$ cat src/rtl/rc4_decrypt_seq_if.sv
// Bus bundle between the RC4 decrypt sequencer and its neighbours: ciphertext
// reader, PRGA keystream source, byte-XOR core and pixel write stage.
interface rc4_decrypt_seq_if;
  logic        word_valid_i;
  logic [31:0] word_i;
  logic        word_ready_o;
  logic        ks_req_o;
  logic        ks_valid_i;
  logic [7:0]  ks_byte_i;
  logic [31:0] core_word_o;
  logic [7:0]  core_ks_o;
  logic        core_xor_o;
  logic [1:0]  core_idx_o;
  logic [7:0]  core_data_i;
  logic        out_valid_o;
  logic [31:0] out_word_o;
  logic        out_ready_i;

  modport master (
    input  word_valid_i, word_i, ks_valid_i, ks_byte_i, core_data_i, out_ready_i,
    output word_ready_o, ks_req_o, core_word_o, core_ks_o, core_xor_o, core_idx_o,
           out_valid_o, out_word_o
  );

  modport slave (
    output word_valid_i, word_i, ks_valid_i, ks_byte_i, core_data_i, out_ready_i,
    input  word_ready_o, ks_req_o, core_word_o, core_ks_o, core_xor_o, core_idx_o,
           out_valid_o, out_word_o
  );
endinterface

$ cat src/rtl/rc4_decrypt_seq.sv
// RC4 decrypt sequencer: fetches ciphertext words, pulls one keystream byte per
// pixel, strobes the XOR core per byte and reassembles plaintext words.
module rc4_decrypt_seq #(
  parameter logic [19:0] PIXEL_COUNT = 20'd307200
) (
  input  logic               clk,
  input  logic               n_rst,
  input  logic               start_i,
  rc4_decrypt_seq_if.master  bus,
  output logic [19:0]        pix_num_o,
  output logic               busy_o,
  output logic               done_o
);

  typedef enum logic [2:0] {
    S_IDLE, S_FETCH, S_KSREQ, S_XOR, S_WRITE, S_DONE
  } state_t;

  state_t      state_q, state_d;
  logic [31:0] core_word_q;
  logic [7:0]  core_ks_q;
  logic [1:0]  idx_q;
  logic [31:0] out_word_q;
  logic [19:0] pix_num_q;
  logic [19:0] pix_next;
  logic        last_byte;

  assign pix_next  = pix_num_q + 20'd1;
  // A word closes either when its fourth byte is done or the job runs out of pixels.
  assign last_byte = (pix_next == PIXEL_COUNT) || (idx_q == 2'd3);

  // NOTE: sequential state uses non-blocking assignments so every flop samples
  // pre-edge values regardless of process ordering.
  always_ff @(posedge clk or negedge n_rst) begin
    if (!n_rst) state_q <= S_IDLE;
    else        state_q <= state_d;
  end

  // NOTE: every combinational output gets a default before the case so no
  // path leaves it unassigned and a latch is never inferred.
  always_comb begin
    state_d = state_q;
    case (state_q)
      S_IDLE:  if (start_i)          state_d = S_FETCH;
      S_FETCH: if (bus.word_valid_i) state_d = S_KSREQ;
      S_KSREQ: if (bus.ks_valid_i)   state_d = S_XOR;
      S_XOR:   state_d = last_byte ? S_WRITE : S_KSREQ;
      S_WRITE: if (bus.out_ready_i)
                 state_d = (pix_num_q == PIXEL_COUNT) ? S_DONE : S_FETCH;
      S_DONE:  state_d = S_IDLE;
      default: state_d = S_IDLE;
    endcase
  end

  always_comb begin
    bus.word_ready_o = 1'b0;
    bus.ks_req_o     = 1'b0;
    bus.core_xor_o   = 1'b0;
    bus.out_valid_o  = 1'b0;
    done_o           = 1'b0;
    busy_o           = (state_q != S_IDLE);
    case (state_q)
      S_FETCH: bus.word_ready_o = 1'b1;
      S_KSREQ: bus.ks_req_o     = 1'b1;
      S_XOR:   bus.core_xor_o   = 1'b1;
      S_WRITE: bus.out_valid_o  = 1'b1;
      S_DONE:  done_o           = 1'b1;
      default: ;
    endcase
  end

  always_ff @(posedge clk or negedge n_rst) begin
    if (!n_rst) begin
      core_word_q <= '0;
      core_ks_q   <= '0;
      idx_q       <= '0;
      out_word_q  <= '0;
      pix_num_q   <= '0;
    end else begin
      case (state_q)
        S_IDLE: if (start_i) begin
          pix_num_q  <= '0;
          idx_q      <= '0;
          out_word_q <= '0;
        end
        S_FETCH: if (bus.word_valid_i) core_word_q <= bus.word_i;
        S_KSREQ: if (bus.ks_valid_i)   core_ks_q   <= bus.ks_byte_i;
        S_XOR: begin
          // Byte 0 lives in [31:24], so byte index i maps to bit offset 8*(3-i).
          out_word_q[{~idx_q, 3'b000} +: 8] <= bus.core_data_i;
          pix_num_q <= pix_next;
          if (!last_byte) idx_q <= idx_q + 2'd1;
        end
        S_WRITE: if (bus.out_ready_i) begin
          idx_q      <= '0;
          out_word_q <= '0;
        end
        default: ;
      endcase
    end
  end

  assign bus.core_word_o = core_word_q;
  assign bus.core_ks_o   = core_ks_q;
  assign bus.core_idx_o  = idx_q;
  assign bus.out_word_o  = out_word_q;
  assign pix_num_o       = pix_num_q;

endmodule

$ cat src/flat_wrapper.sv
// flat-port wrapper written by rule: the top's interface ports become plain ports
module rc4_decrypt_seq_flat 
#(
  parameter logic [19:0] PIXEL_COUNT = 20'd307200
)
  (clk, n_rst, start_i, pix_num_o, busy_o, done_o, bus_word_valid_i, bus_word_i, bus_ks_valid_i, bus_ks_byte_i, bus_core_data_i, bus_out_ready_i, bus_word_ready_o, bus_ks_req_o, bus_core_word_o, bus_core_ks_o, bus_core_xor_o, bus_core_idx_o, bus_out_valid_o, bus_out_word_o);
  rc4_decrypt_seq_if bus_i ();
  input  logic clk;
  input  logic n_rst;
  input  logic start_i;
  output logic [19:0] pix_num_o;
  output logic busy_o;
  output logic done_o;
  input wire logic [$bits(bus_i.word_valid_i)-1:0] bus_word_valid_i;
  input wire logic [$bits(bus_i.word_i)-1:0] bus_word_i;
  input wire logic [$bits(bus_i.ks_valid_i)-1:0] bus_ks_valid_i;
  input wire logic [$bits(bus_i.ks_byte_i)-1:0] bus_ks_byte_i;
  input wire logic [$bits(bus_i.core_data_i)-1:0] bus_core_data_i;
  input wire logic [$bits(bus_i.out_ready_i)-1:0] bus_out_ready_i;
  output wire logic [$bits(bus_i.word_ready_o)-1:0] bus_word_ready_o;
  output wire logic [$bits(bus_i.ks_req_o)-1:0] bus_ks_req_o;
  output wire logic [$bits(bus_i.core_word_o)-1:0] bus_core_word_o;
  output wire logic [$bits(bus_i.core_ks_o)-1:0] bus_core_ks_o;
  output wire logic [$bits(bus_i.core_xor_o)-1:0] bus_core_xor_o;
  output wire logic [$bits(bus_i.core_idx_o)-1:0] bus_core_idx_o;
  output wire logic [$bits(bus_i.out_valid_o)-1:0] bus_out_valid_o;
  output wire logic [$bits(bus_i.out_word_o)-1:0] bus_out_word_o;
  assign bus_i.word_valid_i = bus_word_valid_i;
  assign bus_i.word_i = bus_word_i;
  assign bus_i.ks_valid_i = bus_ks_valid_i;
  assign bus_i.ks_byte_i = bus_ks_byte_i;
  assign bus_i.core_data_i = bus_core_data_i;
  assign bus_i.out_ready_i = bus_out_ready_i;
  assign bus_word_ready_o = bus_i.word_ready_o;
  assign bus_ks_req_o = bus_i.ks_req_o;
  assign bus_core_word_o = bus_i.core_word_o;
  assign bus_core_ks_o = bus_i.core_ks_o;
  assign bus_core_xor_o = bus_i.core_xor_o;
  assign bus_core_idx_o = bus_i.core_idx_o;
  assign bus_out_valid_o = bus_i.out_valid_o;
  assign bus_out_word_o = bus_i.out_word_o;
  rc4_decrypt_seq #(.PIXEL_COUNT(PIXEL_COUNT)) u_core (.clk(clk), .n_rst(n_rst), .start_i(start_i), .bus(bus_i), .pix_num_o(pix_num_o), .busy_o(busy_o), .done_o(done_o));
endmodule
$ cat config.mk
export PLATFORM = sky130hd
export DESIGN_NAME = rc4_decrypt_seq_flat
export DESIGN_NICKNAME = d
export VERILOG_FILES = /design/src/rtl/rc4_decrypt_seq_if.sv /design/src/rtl/rc4_decrypt_seq.sv /design/src/flat_wrapper.sv
export SDC_FILE = /design/constraint.sdc
export NUM_CORES = 1
export LEC_CHECK = 0
export CAP_MARGIN = 40
export CORE_MARGIN = 1.5
export CORE_UTILIZATION = 50
export CTS_BUF_LIST = sky130_fd_sc_hd__clkbuf_16
export CTS_CLUSTER_SIZE = 10
export DETAILED_ROUTE_END_ITERATION = 10
export HOLD_SLACK_MARGIN = 0.05
export MAX_ROUTING_LAYER = met4
export PLACE_DENSITY = 0.95
export SYNTH_ARGS = -nofsm -noshare
export SYNTH_HDL_FRONTEND = slang
export SYNTH_SLANG_ARGS = --single-unit
$ cat constraint.sdc
create_clock -name clk -period 6.3 [get_ports clk]
set_clock_uncertainty 0.15 [all_clocks]
set_input_delay 1.26 -clock clk [delete_from_list [all_inputs] [get_ports clk]]
set_output_delay 1.26 -clock clk [all_outputs]
set_load 0.01 [all_outputs]
==> results.md, run 1 <==
Power and ir drop:
- For this design the static power due to leakage is 2.72 nW.
- The power per standard cell area is 390 mW/mm^2.
- VDD sags by at most 0.238 mV.

STA:
- Setup repair after global routing left no endpoint under its margin.
- The count of final hold-check violations is 0.
- The final clock period utilization by the worst path is 0.537.
- The total count of max-transition violations in the final report came to 0.
- The pin slew with the least headroom to its limit is 593 ps.
- The timing-limited maximum frequency is 0.296 GHz.
- The post-route minimum period is 3380 ps.
- The slack of the critical path is 2920 ps.
- The headroom to the max-slew limit is 0.602.
- The sum of negative setup slack is 0 ps.
- Setup violations remaining at the end of the flow were counted as 0.

Clocking:
- The CTS tree is yes.
- Post-CTS timing repair inserted 0 buffers for setup.
- CTS saw 97 sinks.
- Clock tree synthesis selected as its root buffer the cell sky130_fd_sc_hd__clkbuf_16.
- The total of hold buffers inserted after clock tree synthesis is 0.
- The maximum clock path buffer count is 2.
- Post-CTS repair changed the size of 0 cells.
- Clock-pin slew was measured on the worst setup and hold paths at 70 ps.
- Counting the buffers created by CTS gives 9.
- The level count of the clock H-tree is 3.
- Clock latency on the worst-skew pair, taken at its later pin, is 340 ps.

Global route:
- The maximum number of pins on one net before global-route repair is 55.
- Summed over all layers, the global routing overflow is 0.
- The via count of the first global-routing pass was 3781.
- Across every metal layer, demand over resource in global routing totals 0.261.
- The first global-routing pass estimated 19700 um of wire.
- The number of antenna violations at the first check in global routing is 0.

Synthesis:
- After synthesis, the most frequently instantiated cells are 97 x sky130_fd_sc_hd__dfrtp_1, 40 x sky130_fd_sc_hd__mux2_2, 27 x sky130_fd_sc_hd__nor2_1.
- The share of synthesized area occupied by flip-flops and latches is 0.521.
- Yosys attributes the largest share of cell area to sky130_fd_sc_hd__dfrtp_1 52%, sky130_fd_sc_hd__mux2_2 9.7%, sky130_fd_sc_hd__a22o_1 4.7%, sky130_fd_sc_hd__o21ai_0 2.6%, sky130_fd_sc_hd__nor2_1 2.2%.
- The largest area contributor in the synthesized netlist is sky130_fd_sc_hd__dfrtp_1.
- Dividing the synthesized area by the synthesized cell count gives 11.6 um^2.
- In this run the cell area of the synthesized design comes to 0.00466 mm^2.
- The post-synth net total is 462.
- After synthesis, the share of flip-flops with an asynchronous set or reset is 1.00.
- The primary flip-flop cell chosen by synthesis mapping is sky130_fd_sc_hd__dfrtp_1.
- The most used standard cell by instance count after synthesis is sky130_fd_sc_hd__dfrtp_1.
- Of the post-synthesis cell area, the dominant cell type holds 0.521.
- The unique cell type count in the Yosys netlist is 64.
- The number of register bits inferred by synthesis is 97.
- The count of flip-flops with a built-in enable after synthesis is 0.
- During synthesis, Yosys emitted a total of 0 warnings.
- After technology mapping, the gate count stands at 401.

Drt:
- The detailed router finished its first iteration with 214 violations.
- In this run the remaining antenna-violating nets after routing total 0.
- The total DRC errors in the routed layout is 0.
- The average vias per placed instance is 5.94.
- In the final routed layout, each cell accounts on average for 19.0 um.
- Summed over all layers, the routed wires come to 12500 um.
- The first TritonRoute pass finished after 4 iterations.
- The detailed-route via count is 3910.

Die:
- The initial core utilization is 0.509.
- The floorplan step defined a die boundary enclosing 0.00991 mm^2.
- The standard cell core area is 0.00915 mm^2.
- Measured along the y axis, the die boundary spans 99.5 um.
- Measured along the x axis, the die boundary spans 99.5 um.
- In this run the count of I/O pins placed on the die edge is 154.
- The number of rows created at floorplan is 35.

Critical path:
- The critical path is of the reg2out type.
- Along the worst path, the maximum fanout reaches 36.
- The kind of start point of the critical path is a flop.
- The data required time at the worst endpoint is 4890 ps.
- Data on the critical path arrives at its endpoint at 1970 ps.
- The worst setup path is captured at an output port.

Place:
- Detailed placement ended at an HPWL of 8970 um.
- The post-placement setup slack is 2880 ps.
- At the end of routability-driven placement, the weighted congestion stood at 0.821.
- The port buffer count is 153.

Cells and area:
- Measured on the finished design, the core utilization comes to 0.711.
- The count of nets after finishing is 603.
- The count of antenna diodes in the layout is 0.
- Compared with the post-synthesis result, the final layout area differs by 39.6%.
- In the final layout, the share of cells above drive strength 1 is 0.137.

Hold path:
- The type of the most critical hold path is reg2reg.

Run:
- Max-cap violations in this run came to 0.

Run status:
- The flow ran to the end, and the final reports show no timing, DRC or antenna violations.
[final cells by class]
cell class	instances	area, um^2
fillers	652	2650
repair buffers	159	1590
multi-input cells	267	2010
clock buffers	9	225
well taps	111	139
clock inverters	7	73.8
flip-flops and latches	97	2430
inverters	8	30.0
[placed cells by master (no fill, tap or decap), types with 9 or more instances in the layout]
| cell type | synthesis | final |
|---|---|---|
| sky130_fd_sc_hd__clkbuf_16 | 0 | 9 |
| sky130_fd_sc_hd__clkdlybuf4s50_1 | 0 | 152 |
| sky130_fd_sc_hd__o21ai_1 | 12 | 12 |
| sky130_fd_sc_hd__nand2_1 | 19 | 19 |
| sky130_fd_sc_hd__o21ai_0 | 24 | 24 |
| sky130_fd_sc_hd__dfrtp_1 | 97 | 97 |
| sky130_fd_sc_hd__nor2_1 | 27 | 27 |
| sky130_fd_sc_hd__mux2_2 | 40 | 40 |
| sky130_fd_sc_hd__a22o_1 | 25 | 25 |
[flip-flops by register name (all words and copies together) (netlist names)]
name / cells
u_core.bus.core_idx_o: 2
u_core.bus.core_word_o: 32
u_core.bus.core_ks_o: 8
u_core.state_q: 3
u_core.pix_num_o: 20
u_core.bus.out_word_o: 32
[worst max-delay path: stages, from the launching register on]
cell	delay (ps)
sky130_fd_sc_hd__dfrtp_1	520
sky130_fd_sc_hd__nand3b_1	140
sky130_fd_sc_hd__buf_4	360
sky130_fd_sc_hd__inv_1	100
sky130_fd_sc_hd__clkdlybuf4s50_1	490
[routing by layer]
layer  vias up  wire length (um)  GRT usage
li1       1778                 -          -
met1      1929              5090      0.314
met2       183              6410      0.447
met3        20               779     0.0534
met4         0               196     0.0748
met5         -                 0          -
[worst paths after layout]
| path | startpoint | endpoint | slack, ps | depth (start not counted) |
|---|---|---|---|---|
| max | u_core.state_q[0]$_DFFE_PN0P_ | bus_core_xor_o | 2920 | 4 |
| min in group asynchronous | n_rst | u_core.bus.out_word_o[10]$_DFFE_PN0P_ | 560 | 1 |
| min | u_core.bus.out_word_o[30]$_DFFE_PN0P_ | u_core.bus.out_word_o[30]$_DFFE_PN0P_ | 360 | 1 |
| max in group asynchronous | n_rst | u_core.bus.core_word_o[25]$_DFFE_PN0P_ | 4440 | 3 |
| max reg2reg | u_core.pix_num_o[0]$_DFFE_PN0P_ | u_core.bus.core_idx_o[0]$_DFFE_PN0P_ | 3340 | 7 |
| min reg2reg | u_core.bus.out_word_o[30]$_DFFE_PN0P_ | u_core.bus.out_word_o[30]$_DFFE_PN0P_ | 360 | 1 |
[where the power goes]
part,total (mW),switching (mW),internal [mW]
logic,1.04,0.471,0.568
registers,0.954,0.153,0.801
clock network,0.542,0.262,0.280
total,2.53,0.886,1.65
[through the flow]
| stage | power (mW) | hold slack (ps) | cell area, um^2 | instances |
|---|---|---|---|---|
| 2_1_floorplan | 1.45 | 382 | 4660 | 401 |
| 3_3_place_gp | 1.94 | 335 | 6180 | 641 |
| 3_5_place_dp | 2.00 | 337 | 6200 | 642 |
| 4_1_cts | 2.54 | 353 | 6500 | 658 |
| 5_1_grt | 2.66 | 371 | 6500 | 658 |
| 6_report | 2.53 | 356 | 6500 | 658 |
[logic make-up (layout without fill, tap and decap cells)]
group	after synthesis	after routing	synth area share
AO/OA/AOI/OAI	108	108	0.169
XOR/XNOR	3	3	0.00725
adder cells (fa/ha/maj)	7	7	0.0188
buffers and inverters	37	183	0.0467
flip-flops	97	97	0.521
multiplexers	43	43	0.103
AND/OR/NAND/NOR	106	106	0.134
Power figures use the tool's default switching activity.
==> run 2: changes to the inputs <==
--- a/config.mk
+++ b/config.mk
@@ -7,13 +7,13 @@
 export LEC_CHECK = 0
 export CAP_MARGIN = 40
 export CORE_MARGIN = 1.5
-export CORE_UTILIZATION = 50
+export CORE_UTILIZATION = 46
 export CTS_BUF_LIST = sky130_fd_sc_hd__clkbuf_16
 export CTS_CLUSTER_SIZE = 10
 export DETAILED_ROUTE_END_ITERATION = 10
 export HOLD_SLACK_MARGIN = 0.05
 export MAX_ROUTING_LAYER = met4
-export PLACE_DENSITY = 0.95
+export PLACE_DENSITY = 0.89
 export SYNTH_ARGS = -nofsm -noshare
 export SYNTH_HDL_FRONTEND = slang
 export SYNTH_SLANG_ARGS = --single-unit
==> constraint.sdc (replaced) <==
create_clock -name clk -period 3.3 [get_ports clk]
set_clock_uncertainty 0.15 [all_clocks]
set_input_delay 0.66 -clock clk [delete_from_list [all_inputs] [get_ports clk]]
set_output_delay 0.66 -clock clk [all_outputs]
set_load 0.01 [all_outputs]
==> results.md, run 2 (synthesis results as in run 1) <==
Run status:
- The flow ran to the end, and the final reports show no timing, DRC or antenna violations.

STA:
- After routing, the total negative slack on setup checks comes to 0 ps.
- The slack of the critical path is 432 ps.
- The final clock period utilization by the worst path is 0.869.
- The headroom to the max-slew limit is 0.546.
- For the pin with the worst max-slew slack, the measured transition is 681 ps.
- The total count of max-transition violations in the final report is 0.
- The total setup violations reported at the end of the flow is 0.
- Setup repair after global routing left no endpoint under its margin.
- The timing-limited maximum frequency is 0.349 GHz.
- The worst path needs 2870 ps of the cycle, external delays included.
- The count of final hold-check violations is 0.

Drt:
- The final wirelength is 12600 um.
- The length of the first detailed-routing pass in iterations is 5.
- The detail route stage leaves a number of antenna-violating nets equal to 0.
- Dividing the detail-routed via count by the number of cells gives 5.81.
- In this run, the number of DRC markers left after iteration 0 of detailed routing was 251.
- For this block, the via count after detailed routing is 3950.
- The wire length per cell is 18.6 um.
- The total DRC errors in the routed layout is 0.

Clocking:
- The maximum clock path buffer count is 2.
- CTS saw 97 sinks.
- After clock tree synthesis, the setup repair step added 0 buffers.
- TritonCTS built the clock tree.
- The tree is rooted in a sky130_fd_sc_hd__clkbuf_16.
- The clock-pin slew on the worst setup and hold paths is 70 ps.
- TritonCTS created 9 clock buffers.
- The level count of the clock H-tree is 3.
- Gates resized during post-CTS repair numbered 0.
- The clock reaches the later pin of the worst-skew pair after 340 ps.
- Buffers inserted to repair hold after CTS numbered 0.

Die:
- For this design the top-level I/O count stands at 154.
- The floorplan has 36 rows.
- The overall die height is 104 um.
- The floorplan step set the die width to 104 um.
- The initial utilization of the core area, before any placement, comes to 0.475.
- The floorplan step defined a core boundary enclosing 0.00982 mm^2.
- The die covers 0.0107 mm^2.

Cells and area:
- In the final design database the tool counted 603 nets.
- The top cell types in the final layout, fill and taps aside, are 152 x sky130_fd_sc_hd__clkdlybuf4s50_1, 97 x sky130_fd_sc_hd__dfrtp_1, 40 x sky130_fd_sc_hd__mux2_2.
- The leading cell type in the layout, fill and taps excluded is sky130_fd_sc_hd__clkdlybuf4s50_1.
- The ratio of cells with drive above 1 in the final layout is 0.137.
- The count of antenna diodes in the layout is 0.
- Compared with the post-synthesis result, the final layout area differs by 39.7%.

Power and ir drop:
- Of the total power, registers draw 0.377.
- The power per standard cell area is 738 mW/mm^2.
- The switching fraction of total power is 0.347.
- In this run the power spent charging and discharging nets is 1.67 mW.
- Summed over all cells, the static leakage comes to 2.71 nW.
- The relative contribution of combinational cells to total power is 0.414.
- The clock share of power is 0.209.
- The maximum VDD drop is 0.452 mV.
- Overall power consumption after layout is estimated at 4.80 mW.
- The internal power summed over all cells is 3.14 mW.

Run:
- Across the run, the number of max-cap violations was 0.

Critical path:
- The launching element of the worst setup path is u_core.pix_num_o[1]$_DFFE_PN0P_.
- The kind of start point of the critical path is a flop.
- The critical setup path kind is reg2reg.
- The reg-to-reg endpoint is u_core.state_q[1]$_DFFE_PN0P_.
- The slack of the worst reg-to-reg path is 430 ps.
- For the worst setup path, the data required time is 3350 ps.
- The origin of the critical flop-to-flop path is u_core.pix_num_o[1]$_DFFE_PN0P_.
- The critical path ends at u_core.state_q[1]$_DFFE_PN0P_.
- Along the worst path, the maximum fanout reaches 9.
- The arrival time at the worst endpoint is 2920 ps.
- Counting cells, the worst reg-to-reg path comes to 7.
- The worst setup path is captured at a flop.

Place:
- The wire-length estimate of the detail-placed layout is 9120 um.
- During placement, the flow inserted port buffers numbering 153.
- Timing analysis after detailed placement gives a worst setup slack of 458 ps.
- The congestion estimate from routability-driven global placement came to 0.874.

Global route:
- The via count of the first global-routing pass is 3951.
- Entering global routing, the biggest net connects 55 pins.
- The first global-routing pass estimated 20700 um of wire.
- After global routing the overflow that remains totals 0.
- The total global-route track usage is 0.245.
- The number of antenna violations at the first check in global routing was 0.

Hold path:
- The type of the most critical hold path is in2async.
==> run 2: changes by cell type in the layout (fill, tap and decap cells not counted), sizes merged <==
cell | before | now
inv | 11 | 12
clkinvlp | 2 | 1
==> run 2: worst min-delay path by stage <==
stage | slack (ps) | end | from | cells past startpoint
floorplan | 210 | u_core.bus.core_idx_o[0]$_DFFE_PN0P_ | n_rst | 0
CTS | 230 | u_core.bus.out_word_o[0]$_DFFE_PN0P_ | n_rst | 1
global placement | 330 | u_core.bus.out_word_o[27]$_DFFE_PN0P_ | u_core.bus.out_word_o[27]$_DFFE_PN0P_ | 1
detailed placement | 330 | u_core.bus.out_word_o[11]$_DFFE_PN0P_ | u_core.bus.out_word_o[11]$_DFFE_PN0P_ | 1
finish | 210 | u_core.bus.out_word_o[6]$_DFFE_PN0P_ | n_rst | 1
global route | 250 | u_core.bus.out_word_o[6]$_DFFE_PN0P_ | n_rst | 1
==> run 2: layer usage <==
layer,GRT usage,share of wire,vias up
li1,-,-,1782
met2,0.406,0.50,189
met4,0.0813,0.018,0
met5,-,0,-
met1,0.307,0.42,1955
met3,0.0409,0.067,24
==> run 2: critical path: stages, from the launching register on <==
cell,delay [ps]
sky130_fd_sc_hd__dfrtp_1,490
sky130_fd_sc_hd__ha_1,420
sky130_fd_sc_hd__nand4_4,200
sky130_fd_sc_hd__or4_1,550
sky130_fd_sc_hd__o311a_2,150
sky130_fd_sc_hd__a2111oi_4,440
sky130_fd_sc_hd__and3_1,240
sky130_fd_sc_hd__a31oi_1,100
==> run 2: final cells by class <==
cell class | instances | area (um^2)
clock buffers | 9 | 225
well taps | 133 | 166
repair buffers | 159 | 1590
multi-input cells | 267 | 2010
clock inverters | 7 | 58.8
inverters | 8 | 30.0
fillers | 748 | 3310
flip-flops and latches | 97 | 2430
==> run 2: power by group through the flow <==
stage               Clock, mW  Combinational, mW  Sequential, mW
finish                   1.00               1.99            1.81
global route             1.08               2.13            1.86
CTS                      1.02               2.00            1.81
detailed placement          0               1.99            1.83
global placement            0               1.92            1.80
floorplan                   0              0.866            1.91
==> run 2: stage by stage <==
stage | utilization | hold slack, ps | cell area (um^2) | instances
detailed placement | 0.634 | 331 | 6220 | 664
floorplan | - | 214 | 4660 | 401
global placement | 0.634 | 330 | 6220 | 664
global route | 0.663 | 253 | 6510 | 680
CTS | 0.663 | 229 | 6510 | 680
finish | 0.663 | 206 | 6510 | 680
==> run 3: changes to the inputs <==
--- a/config.mk
+++ b/config.mk
@@ -5,15 +5,15 @@
 export SDC_FILE = /design/constraint.sdc
 export NUM_CORES = 1
 export LEC_CHECK = 0
-export CAP_MARGIN = 40
 export CORE_MARGIN = 1.5
-export CORE_UTILIZATION = 46
+export CORE_UTILIZATION = 30
 export CTS_BUF_LIST = sky130_fd_sc_hd__clkbuf_16
 export CTS_CLUSTER_SIZE = 10
 export DETAILED_ROUTE_END_ITERATION = 10
 export HOLD_SLACK_MARGIN = 0.05
 export MAX_ROUTING_LAYER = met4
-export PLACE_DENSITY = 0.89
+export PLACE_DENSITY = 0.65
+export SKIP_LAST_GASP = 1
 export SYNTH_ARGS = -nofsm -noshare
 export SYNTH_HDL_FRONTEND = slang
 export SYNTH_SLANG_ARGS = --single-unit
==> results.md, run 3 (synthesis results as in run 1) <==
Critical path:
- The maximum fanout along the worst path is 9.
- The worst setup path is launched from a flop.
- Data on the critical path is required at its endpoint by 3390 ps.
- The arrival time at the worst endpoint is 2910 ps.
- The kind of end point of the critical path is a flop.
- The worst setup path is of the reg2reg kind.

Drt:
- For this block, the routed nets add up to 12300 um of wire.
- The total DRC errors in the routed layout is 0.
- The length of the first detailed-routing pass in iterations is 4.
- The detailed-route via count is 3779.
- The average vias per placed instance is 5.16.
- In the final routed layout, each cell accounts on average for 16.7 um.
- The count of antenna-violating nets left after detailed routing is 0.
- The DRC marker count from the first detailed-route iteration is 187.

Power and ir drop:
- Internal power comes to 3.12 mW.
- The proportion of power drawn by flip-flops and latches is 0.381.
- The relative contribution of combinational cells to total power is 0.412.
- The maximum VDD drop is 0.461 mV.
- Summed over all cells, the static leakage comes to 2.70 nW.
- The net switching power is 1.62 mW.
- The clock share of power is 0.206.
- Of the total power, the share spent switching nets is 0.342.
- Power spread over the standard cell area amounts to 723 mW/mm^2.

Global route:
- The maximum number of pins on one net before global-route repair is 58.
- The number of antenna violations at the first check in global routing is 0.
- The total overflow left after global routing is 0.
- The via count of the first global-routing pass is 3714.
- The first global-routing pass estimated 20000 um of wire.
- In the global route stage, overall resource usage came out at 0.160.

Clocking:
- Once the clock tree was built, the resizer swapped 0 gates to a different size.
- Clock-pin slew was measured on the worst setup and hold paths at 70 ps.
- No sink is reached through more buffers than the 2 on the longest clock path.
- Clock latency on the worst-skew pair, taken at its later pin, is 350 ps.
- The total of hold buffers inserted after clock tree synthesis is 0.
- The level count of the clock H-tree is 3.
- The number of buffers inserted to repair setup after CTS is 0.
- The CTS buffer count is 9.
- TritonCTS built the clock tree.
- The TritonCTS sink count is 97.
- The cell at the root of the clock tree is sky130_fd_sc_hd__clkbuf_16.

STA:
- The post-route minimum period is 2820 ps.
- Setup total negative slack on the finished layout was measured at 0 ps.
- The pin slew with the least headroom to its limit is 650 ps.
- The total count of max-transition violations in the final report is 0.
- Setup repair after global routing left no endpoint under its margin.
- The count of final hold-check violations is 0.
- The final clock period utilization by the worst path is 0.855.
- Timing would allow up to 0.355 GHz.
- Across all hold checks on the routed design, the worst slack comes to 130 ps.
- The total setup violations reported at the end of the flow is 0.
- The slack of the critical path is 480 ps.
- The headroom to the max-slew limit is 0.564.

Cells and area:
- The area occupied by registers is 0.00243 mm^2.
- The multi-input combinational cells in the finished layout cover a total of 0.00201 mm^2.
- The leading cell type in the layout, fill and taps excluded is sky130_fd_sc_hd__clkdlybuf4s50_1.
- The share of the core filled with cells in the final layout is 0.431.
- The count of nets after finishing is 602.
- From synthesis to final layout, the design area changed by 40.7%.
- The repair_antennas step left the layout with diodes totalling 0.
- The filler cells instantiated in the layout total 1440.
- The ratio of cells with drive above 1 in the final layout is 0.132.
- After routing the design area is 0.00656 mm^2.
- In the layout the commonest cells are 152 x sky130_fd_sc_hd__clkdlybuf4s50_1, 97 x sky130_fd_sc_hd__dfrtp_1, 40 x sky130_fd_sc_hd__mux2_2.

Place:
- Port buffering added 153 buffers.
- Routability-driven placement finished with a final weighted congestion of 0.801.
- In this run the cell area measured after placement is 0.00629 mm^2.
- At the placement stage, the worst setup path has a slack of 422 ps.
- Once detailed placement completed, the half-perimeter wirelength came to 8900 um.

Run:
- The tool flagged a number of max-cap violations equal to 0.

Hold path:
- In this run the worst hold path is classified as in2async.

Die:
- The core region is 0.0152 mm^2.
- During I/O placement, the number of pins put on the boundary was 154.
- Measured along the x axis, the die boundary spans 128 um.
- The die covers 0.0163 mm^2.
- For this configuration, the core starts out at a cell density of 0.307.
- The floorplan step set the die height to 128 um.
- The number of rows created at floorplan is 45.

Run status:
- The run finished with clean final reports.
[run 3: cell count changes in the layout (fill, tap and decap cells not counted)]
cell,change
sky130_fd_sc_hd__clkinv_4,+2
sky130_fd_sc_hd__inv_6,-2
sky130_fd_sc_hd__buf_4,-1
sky130_fd_sc_hd__clkinv_2,-1
sky130_fd_sc_hd__inv_1,+1
sky130_fd_sc_hd__inv_8,-1
[run 3: path summary, 6_finish.rpt]
path,from,to,slack (ps),cells past startpoint
setup reg to reg,u_core.pix_num_o[0]$_DFFE_PN0P_,u_core.bus.core_idx_o[0]$_DFFE_PN0P_,480,7
hold reg to reg,u_core.bus.core_word_o[8]$_DFFE_PN0P_,u_core.bus.core_word_o[8]$_DFFE_PN0P_,360,1
setup / recovery,u_core.pix_num_o[0]$_DFFE_PN0P_,u_core.bus.core_idx_o[0]$_DFFE_PN0P_,480,7
hold / removal,n_rst,u_core.bus.core_ks_o[3]$_DFFE_PN0P_,130,1
max in group asynchronous,n_rst,u_core.pix_num_o[7]$_DFFE_PN0P_,2190,2
min in group clk,u_core.bus.core_word_o[8]$_DFFE_PN0P_,u_core.bus.core_word_o[8]$_DFFE_PN0P_,360,1
[run 3: worst max-delay path: stages, from the launching register on]
cell                      delay [ps]
sky130_fd_sc_hd__dfrtp_1         480
sky130_fd_sc_hd__ha_1            410
sky130_fd_sc_hd__nand4_4         200
sky130_fd_sc_hd__or4_4           570
sky130_fd_sc_hd__or3_1           340
sky130_fd_sc_hd__a21oi_2         220
sky130_fd_sc_hd__nand3_2         110
sky130_fd_sc_hd__a31o_1          220
[run 3: metrics by stage]
step           instances  power, mW
2_1_floorplan        401       2.78
4_1_cts              733       4.80
3_5_place_dp         718       3.81
5_1_grt              733       5.06
6_report             733       4.74
3_3_place_gp         718       3.75
[run 3: power groups by stage]
stage,Sequential [mW],Clock (mW),Combinational (mW)
6_report,1.81,0.979,1.96
5_1_grt,1.87,1.06,2.13
4_1_cts,1.81,1.01,1.98
3_5_place_dp,1.83,0,1.97
3_3_place_gp,1.81,0,1.94
2_1_floorplan,1.91,0,0.866
[run 3: final cells by class]
class | count | area share
clock buffers | 9 | 0.0343
multi-input cells | 267 | 0.307
inverters | 8 | 0.00458
repair buffers | 158 | 0.241
well taps | 188 | 0.0359
flip-flops and latches | 97 | 0.370
clock inverters | 6 | 0.00706
[run 3: per-layer routing]
metal / global-route usage / up-vias / share of wire
met4: 0.0423 / 0 / 0.015
met3: 0.0452 / 16 / 0.065
met5: - / - / 0
met1: 0.211 / 1835 / 0.45
li1: - / 1784 / -
met2: 0.242 / 144 / 0.47
